## src/rtl/esc_quad_pwm.sv

```systemverilog
// Quad ESC PWM generator: one shared frame counter, four per-frame shadowed speed channels.
// Optional arming sequence (base pulses for ARM_FRAMES frames) enabled by macro ESC_ARMING_EN.
module esc_quad_pwm #(
  parameter int unsigned PERIOD_CNT = 125000,
  parameter int unsigned BASE_PULSE = 50000,
  parameter int unsigned SPEED_MULT = 3,
  parameter int unsigned ARM_FRAMES = 200
) (
  input  logic        clk,
  input  logic        rst_n,
  input  logic [10:0] frnt_spd,
  input  logic [10:0] bck_spd,
  input  logic [10:0] lft_spd,
  input  logic [10:0] rght_spd,
  input  logic        kill,
  output logic        frnt_pwm,
  output logic        bck_pwm,
  output logic        lft_pwm,
  output logic        rght_pwm,
  output logic        frm_strt,
  output logic        armed
);

  localparam int unsigned CW        = $clog2(PERIOD_CNT);
  localparam int unsigned MAX_PULSE = BASE_PULSE + 2047 * SPEED_MULT;
  localparam logic [CW-1:0] LAST    = CW'(PERIOD_CNT - 1);

  logic [CW-1:0] cnt_q, cnt_d;
  logic          latch;
  logic          kill_pend_q, kill_pend_d, kill_eff;
  logic [10:0]   spd      [4];
  logic [10:0]   shadow_q [4];
  logic [10:0]   shadow_d [4];
  logic [16:0]   pulse    [4];
  logic [3:0]    pwm_q, pwm_d;
  logic          frm_strt_q, armed_q, armed_d;
  logic          use_base;

  function automatic logic [16:0] pulse_of(input logic [10:0] s);
    logic [12:0] prod;
    prod = 13'(s) * 13'(SPEED_MULT);
    return 17'(BASE_PULSE) + 17'(prod);
  endfunction

  assign spd   = '{frnt_spd, bck_spd, lft_spd, rght_spd};
  assign latch = (cnt_q == LAST);
  assign cnt_d = latch ? '0 : cnt_q + 1'b1;

  // A kill pulse seen anywhere in the frame is held until the next latch edge.
  assign kill_eff    = kill | kill_pend_q;
  assign kill_pend_d = latch ? 1'b0 : kill_eff;

  // Registered pwm is decided from the next counter value so it rises on the latch edge.
  always_comb begin
    pwm_d = '0;
    for (int unsigned i = 0; i < 4; i++) begin
      shadow_d[i] = shadow_q[i];
      if (latch) shadow_d[i] = kill_eff ? '0 : spd[i];
      pulse[i] = use_base ? 17'(BASE_PULSE) : pulse_of(shadow_d[i]);
      pwm_d[i] = (32'(cnt_d) < 32'(pulse[i]));
    end
  end

`ifdef ESC_ARMING_EN
  localparam int unsigned AW = $clog2(ARM_FRAMES + 1);

  typedef enum logic {ARM, RUN} state_t;
  state_t        state_q, state_d;
  logic [AW-1:0] arm_cnt_q, arm_cnt_d;

  // The kill latch edge already begins the first re-arming frame, hence count restarts at 1.
  always_comb begin
    state_d   = state_q;
    arm_cnt_d = arm_cnt_q;
    if (latch) begin
      case (state_q)
        ARM: begin
          if (arm_cnt_q == AW'(ARM_FRAMES)) begin
            state_d   = RUN;
            arm_cnt_d = '0;
          end else begin
            arm_cnt_d = arm_cnt_q + 1'b1;
          end
        end
        RUN: begin
          if (kill_eff) begin
            state_d   = ARM;
            arm_cnt_d = AW'(1);
          end
        end
        default: ;
      endcase
    end
  end

  always_ff @(posedge clk or negedge rst_n) begin
    if (!rst_n) begin
      state_q   <= ARM;
      arm_cnt_q <= '0;
    end else begin
      state_q   <= state_d;
      arm_cnt_q <= arm_cnt_d;
    end
  end

  assign use_base = (state_d == ARM);
  assign armed_d  = (state_d == RUN);
`else
  assign use_base = 1'b0;
  assign armed_d  = 1'b1;
`endif

  always_ff @(posedge clk or negedge rst_n) begin
    if (!rst_n) begin
      cnt_q       <= LAST;
      kill_pend_q <= 1'b0;
      shadow_q    <= '{default: '0};
      pwm_q       <= '0;
      frm_strt_q  <= 1'b0;
      armed_q     <= 1'b0;
    end else begin
      cnt_q       <= cnt_d;
      kill_pend_q <= kill_pend_d;
      shadow_q    <= shadow_d;
      pwm_q       <= pwm_d;
      frm_strt_q  <= (cnt_d == '0);
      armed_q     <= armed_d;
    end
  end

  assign frnt_pwm = pwm_q[0];
  assign bck_pwm  = pwm_q[1];
  assign lft_pwm  = pwm_q[2];
  assign rght_pwm = pwm_q[3];
  assign frm_strt = frm_strt_q;
  assign armed    = armed_q;

  param_ok: assert property (@(posedge clk) (MAX_PULSE < PERIOD_CNT) && (ARM_FRAMES > 0));

endmodule

```

## config.mk

```make
export PLATFORM = sky130hd
export DESIGN_NAME = esc_quad_pwm
export DESIGN_NICKNAME = d
export VERILOG_FILES = /design/src/rtl/esc_quad_pwm.sv
export SDC_FILE = /design/constraint.sdc
export NUM_CORES = 1
export LEC_CHECK = 0
export CAP_MARGIN = 20
export CORE_MARGIN = 2
export CORE_UTILIZATION = 44
export DETAILED_ROUTE_END_ITERATION = 12
export PLACE_DENSITY = 0.73
export SYNTH_ARGS = -nofsm -noshare
export SYNTH_HDL_FRONTEND = slang
export SYNTH_SLANG_ARGS = --single-unit
```

## constraint.sdc

```tcl
create_clock -name clk -period 11.2 [get_ports clk]
set_input_delay 2.24 -clock clk [delete_from_list [all_inputs] [get_ports clk]]
set_output_delay 2.24 -clock clk [all_outputs]
set_load 0.02 [all_outputs]
```

==> metrics <==
post-synth net total=958; DP HPWL=11000 um; IO Port Bufs=52; clk sink count=68; vias in the first global route=5314; Hold Path End=shadow_q[40]; P per Cell Area=76.1 mW/mm2; Die W=128 um; Switch Pwr=0.000128 W; Peak Freq=about 150 MHz; Die Y=128 um; ys flop type=dfrtp_1; Pint=0.000456 W; first-pass GRT wire length=26000 um; mapped cell area=0.00673 mm2; Crit-path slowest cell=clkdlybuf4s50_1; TNS Setup=0 ps; min-delay src=shadow_q[40]; CTS tree=done; clock tree buffer depth=2; Fillers=1433; delay of the slowest critical-path stage=550 ps; worst hold stages=2; top cell type's share of synthesized area=0.223; largest net degree at the start of global routing=69; CP Data Required Time=11420 ps; warnings from Yosys=0; core box area=0.0151 mm2; H-tree depth=3; ys async rst share=1.00; number of post-CTS setup repair buffers=0; Antenna Violating Nets Remaining=0; Syn Inst Count=787; Setup WS post-layout=about 4600 ps; r2r endpoint=pwm_q[0]; GR Overflow Total=0; Netlist cell types=65; clk_lat worst skew=between 300 and 400 ps; status=finished, final reports clean; worst reg2reg path depth=22; P_leak=3.71 nW; RSZ-0062 raised after global routing=no; Slew headroom=0.400; critical path type=in2reg; DRT iter0 DRCs=between 300 and 400; count of boundary I/O pins=53; FF+latch count, synth=68; Switching Share=0.219; reg-to-reg startpoint=cnt_q[0]; Clock Pin Slew Worst Setup and Hold Paths=about 60 ps; Peak supply drop=0.0812 mV; first-pass iteration count of the detailed router=6; synthesized area per cell=8.55 um2; fin crit period=6630 ps; crit-path leading delay family=compound AO/OA/AOI/OAI gates; crit start category=input port; Synth area leader=ha_1; sequential share of the synthesized area=0.255; Worst Path Max Fanout=43; Root Driver=clkbuf_16; Crit path buffers/inverters=3; Pins Over Slew Limit=0; Reg2Reg Setup Slack=5190 ps; diode count=0; starting density of the core=0.446; Crit path top cell by count=ha_1; Hold Buf Count CTS=0; sequential cell fraction of total power=0.421; largest cells by area after synthesis=ha_1 22%, dfrtp_1 22%, nand2_1 6.0%, inv_1 4.7%, xor2_1 4.7%; Final setup viols=0; Post-Route WL=15200 um; worst min path class=reg2reg; die area=0.0163 mm2; crit share post-route=0.592; routed via count=about 5500; GPL Wtd Cong=0.882; Remaining DRCs=0; nets@finish=998; Worst-Margin Slew=about 900 ps; Setup Skew=5.33 ps; critical-path cell list=clkdlybuf4s50_1, nor2_4, buf_4, and3_1, a21oi_2, inv_1, ha_1, ha_1, fa_1, a21o_1, a21oi_1, nor2b_1, o21a_1, o41ai_1, xor2_1, ha_1, nand3_1, nor3_1, nand3_2, a31oi_1, o31ai_2; antenna violations before repair=0; combinational power share=0.038; Worst Path Arrival=6860 ps; Setup WS pre-CTS=around 4300 ps; clock buffers created by TritonCTS=9; layout cells sized above 1=0.0745; EDFF count, synth=0; final hold violation count=0; CTS resizes=0; P&R area growth vs syn=14.0%; max_cap viols=0; Vias/cell=5.40; row count=45; drt wl/cell=14.9 um; Clk pwr share=0.541; CP Capture Type=register; GR Util All Layers=0.201
## final cells by class
cell class	instances	area, um2	share of cell area
clock buffers	9	225	0.0294
clock inverters	7	101	0.0132
inverters	85	319	0.0416
multi-input cells	606	4520	0.589
flip-flops and latches	68	1710	0.223
well taps	188	235	0.0307
repair buffers	57	556	0.0724
## power by group through the flow
| stage | Combinational, W | Clock, W | Sequential, W |
|---|---|---|---|
| after floorplan | 0.000000225 | 0 | 0.000251 |
| after global placement | 0.0000230 | 0 | 0.000250 |
| after detailed placement | 0.0000227 | 0 | 0.000250 |
| after CTS | 0.0000229 | 0.000322 | 0.000246 |
| after global routing | 0.0000243 | 0.000334 | 0.000246 |
| final | 0.0000222 | 0.000316 | 0.000246 |
## state kept, by name, summed over array words and instances (netlist names), named ones only
signal and flops:
shadow_q 38, cnt_q 17, pwm_q 4, armed 1
frm_strt 1, kill_pend_q 1
## synthesized netlist by cell type (8+ instances only)
cell     instances
and3_1          18
ha_1           120
xor2_1          36
dfstp_2          9
buf_2            8
nand2_1        107
nor2b_1          8
inv_1           85
a21o_1          17
o21ai_0         17
o21a_1          20
a21oi_1         37
dfrtp_1         59
nand4_1         15
nand3_1         33
buf_4            8
nor3_1          19
xnor2_1         20
nor2_1          49
## layer usage
layer	vias up	GRT usage	wire length [um]
met3	18	0.0473	541
li1	2812	-	-
met5	-	0	0
met2	90	0.333	7460
met4	0	0.0575	231
met1	2592	0.263	6990
## worst register-to-register path, delay by kind of cell (launching register included)
kind | cells | cell delay [ps]
compound gates | 7 | 1490
xor+xnor | 1 | 160
fa+ha+maj | 5 | 1590
buf+inv | 2 | 490
flops | 1 | 650
simple gates | 7 | 1490
## cell families (layout without fill, tap and decap cells)
kind of cell | after synthesis | count (layout) | synth area share
AO/OA/AOI/OAI | 135 | 135 | 0.142
flip-flops | 68 | 68 | 0.255
XOR/XNOR | 56 | 56 | 0.0729
adder cells (fa/ha/maj) | 124 | 124 | 0.235
buffers and inverters | 113 | 158 | 0.0742
other | 1 | 1 | 0.000558
AND/OR/NAND/NOR | 289 | 289 | 0.218
multiplexers | 1 | 1 | 0.00223
## worst max path at each step
stage / slack [ps] / cells after the start / to / start
2_1_floorplan: 5070 / 20 / pwm_q[0] / kill
3_3_place_gp: 4420 / 21 / pwm_q[0] / kill
3_5_place_dp: 4260 / 21 / pwm_q[0] / kill
4_1_cts: 4580 / 21 / pwm_q[0] / kill
5_1_grt: 4260 / 21 / pwm_q[2] / kill
6_report: 4570 / 21 / pwm_q[0] / kill
## stage by stage
stage	instances	hold slack (ps)	power [W]	util	instance area, um2
after floorplan	787	433	0.000251	-	6730
after global routing	1020	499	0.000605	0.508	7670
after CTS	1020	463	0.000591	0.508	7670
final	1020	460	0.000584	0.508	7670
after detailed placement	1004	450	0.000273	0.487	7340
after global placement	1004	443	0.000273	0.487	7340
## cells in the final DEF (no fill, tap or decap), types with 15 or more instances in the layout
cell type | Yosys | routed
xnor2_1 | 20 | 20
nor3_1 | 19 | 19
a21oi_1 | 37 | 37
xor2_1 | 36 | 36
dfrtp_1 | 59 | 59
nand2_1 | 107 | 107
nor2_1 | 49 | 48
a21o_1 | 17 | 17
and3_1 | 18 | 18
o21a_1 | 20 | 20
nand3_1 | 33 | 33
ha_1 | 120 | 120
o21ai_0 | 17 | 17
nand4_1 | 15 | 15
clkdlybuf4s50_1 | 0 | 51
inv_1 | 85 | 85
No activity file was read; power rests on OpenSTA's default activity.
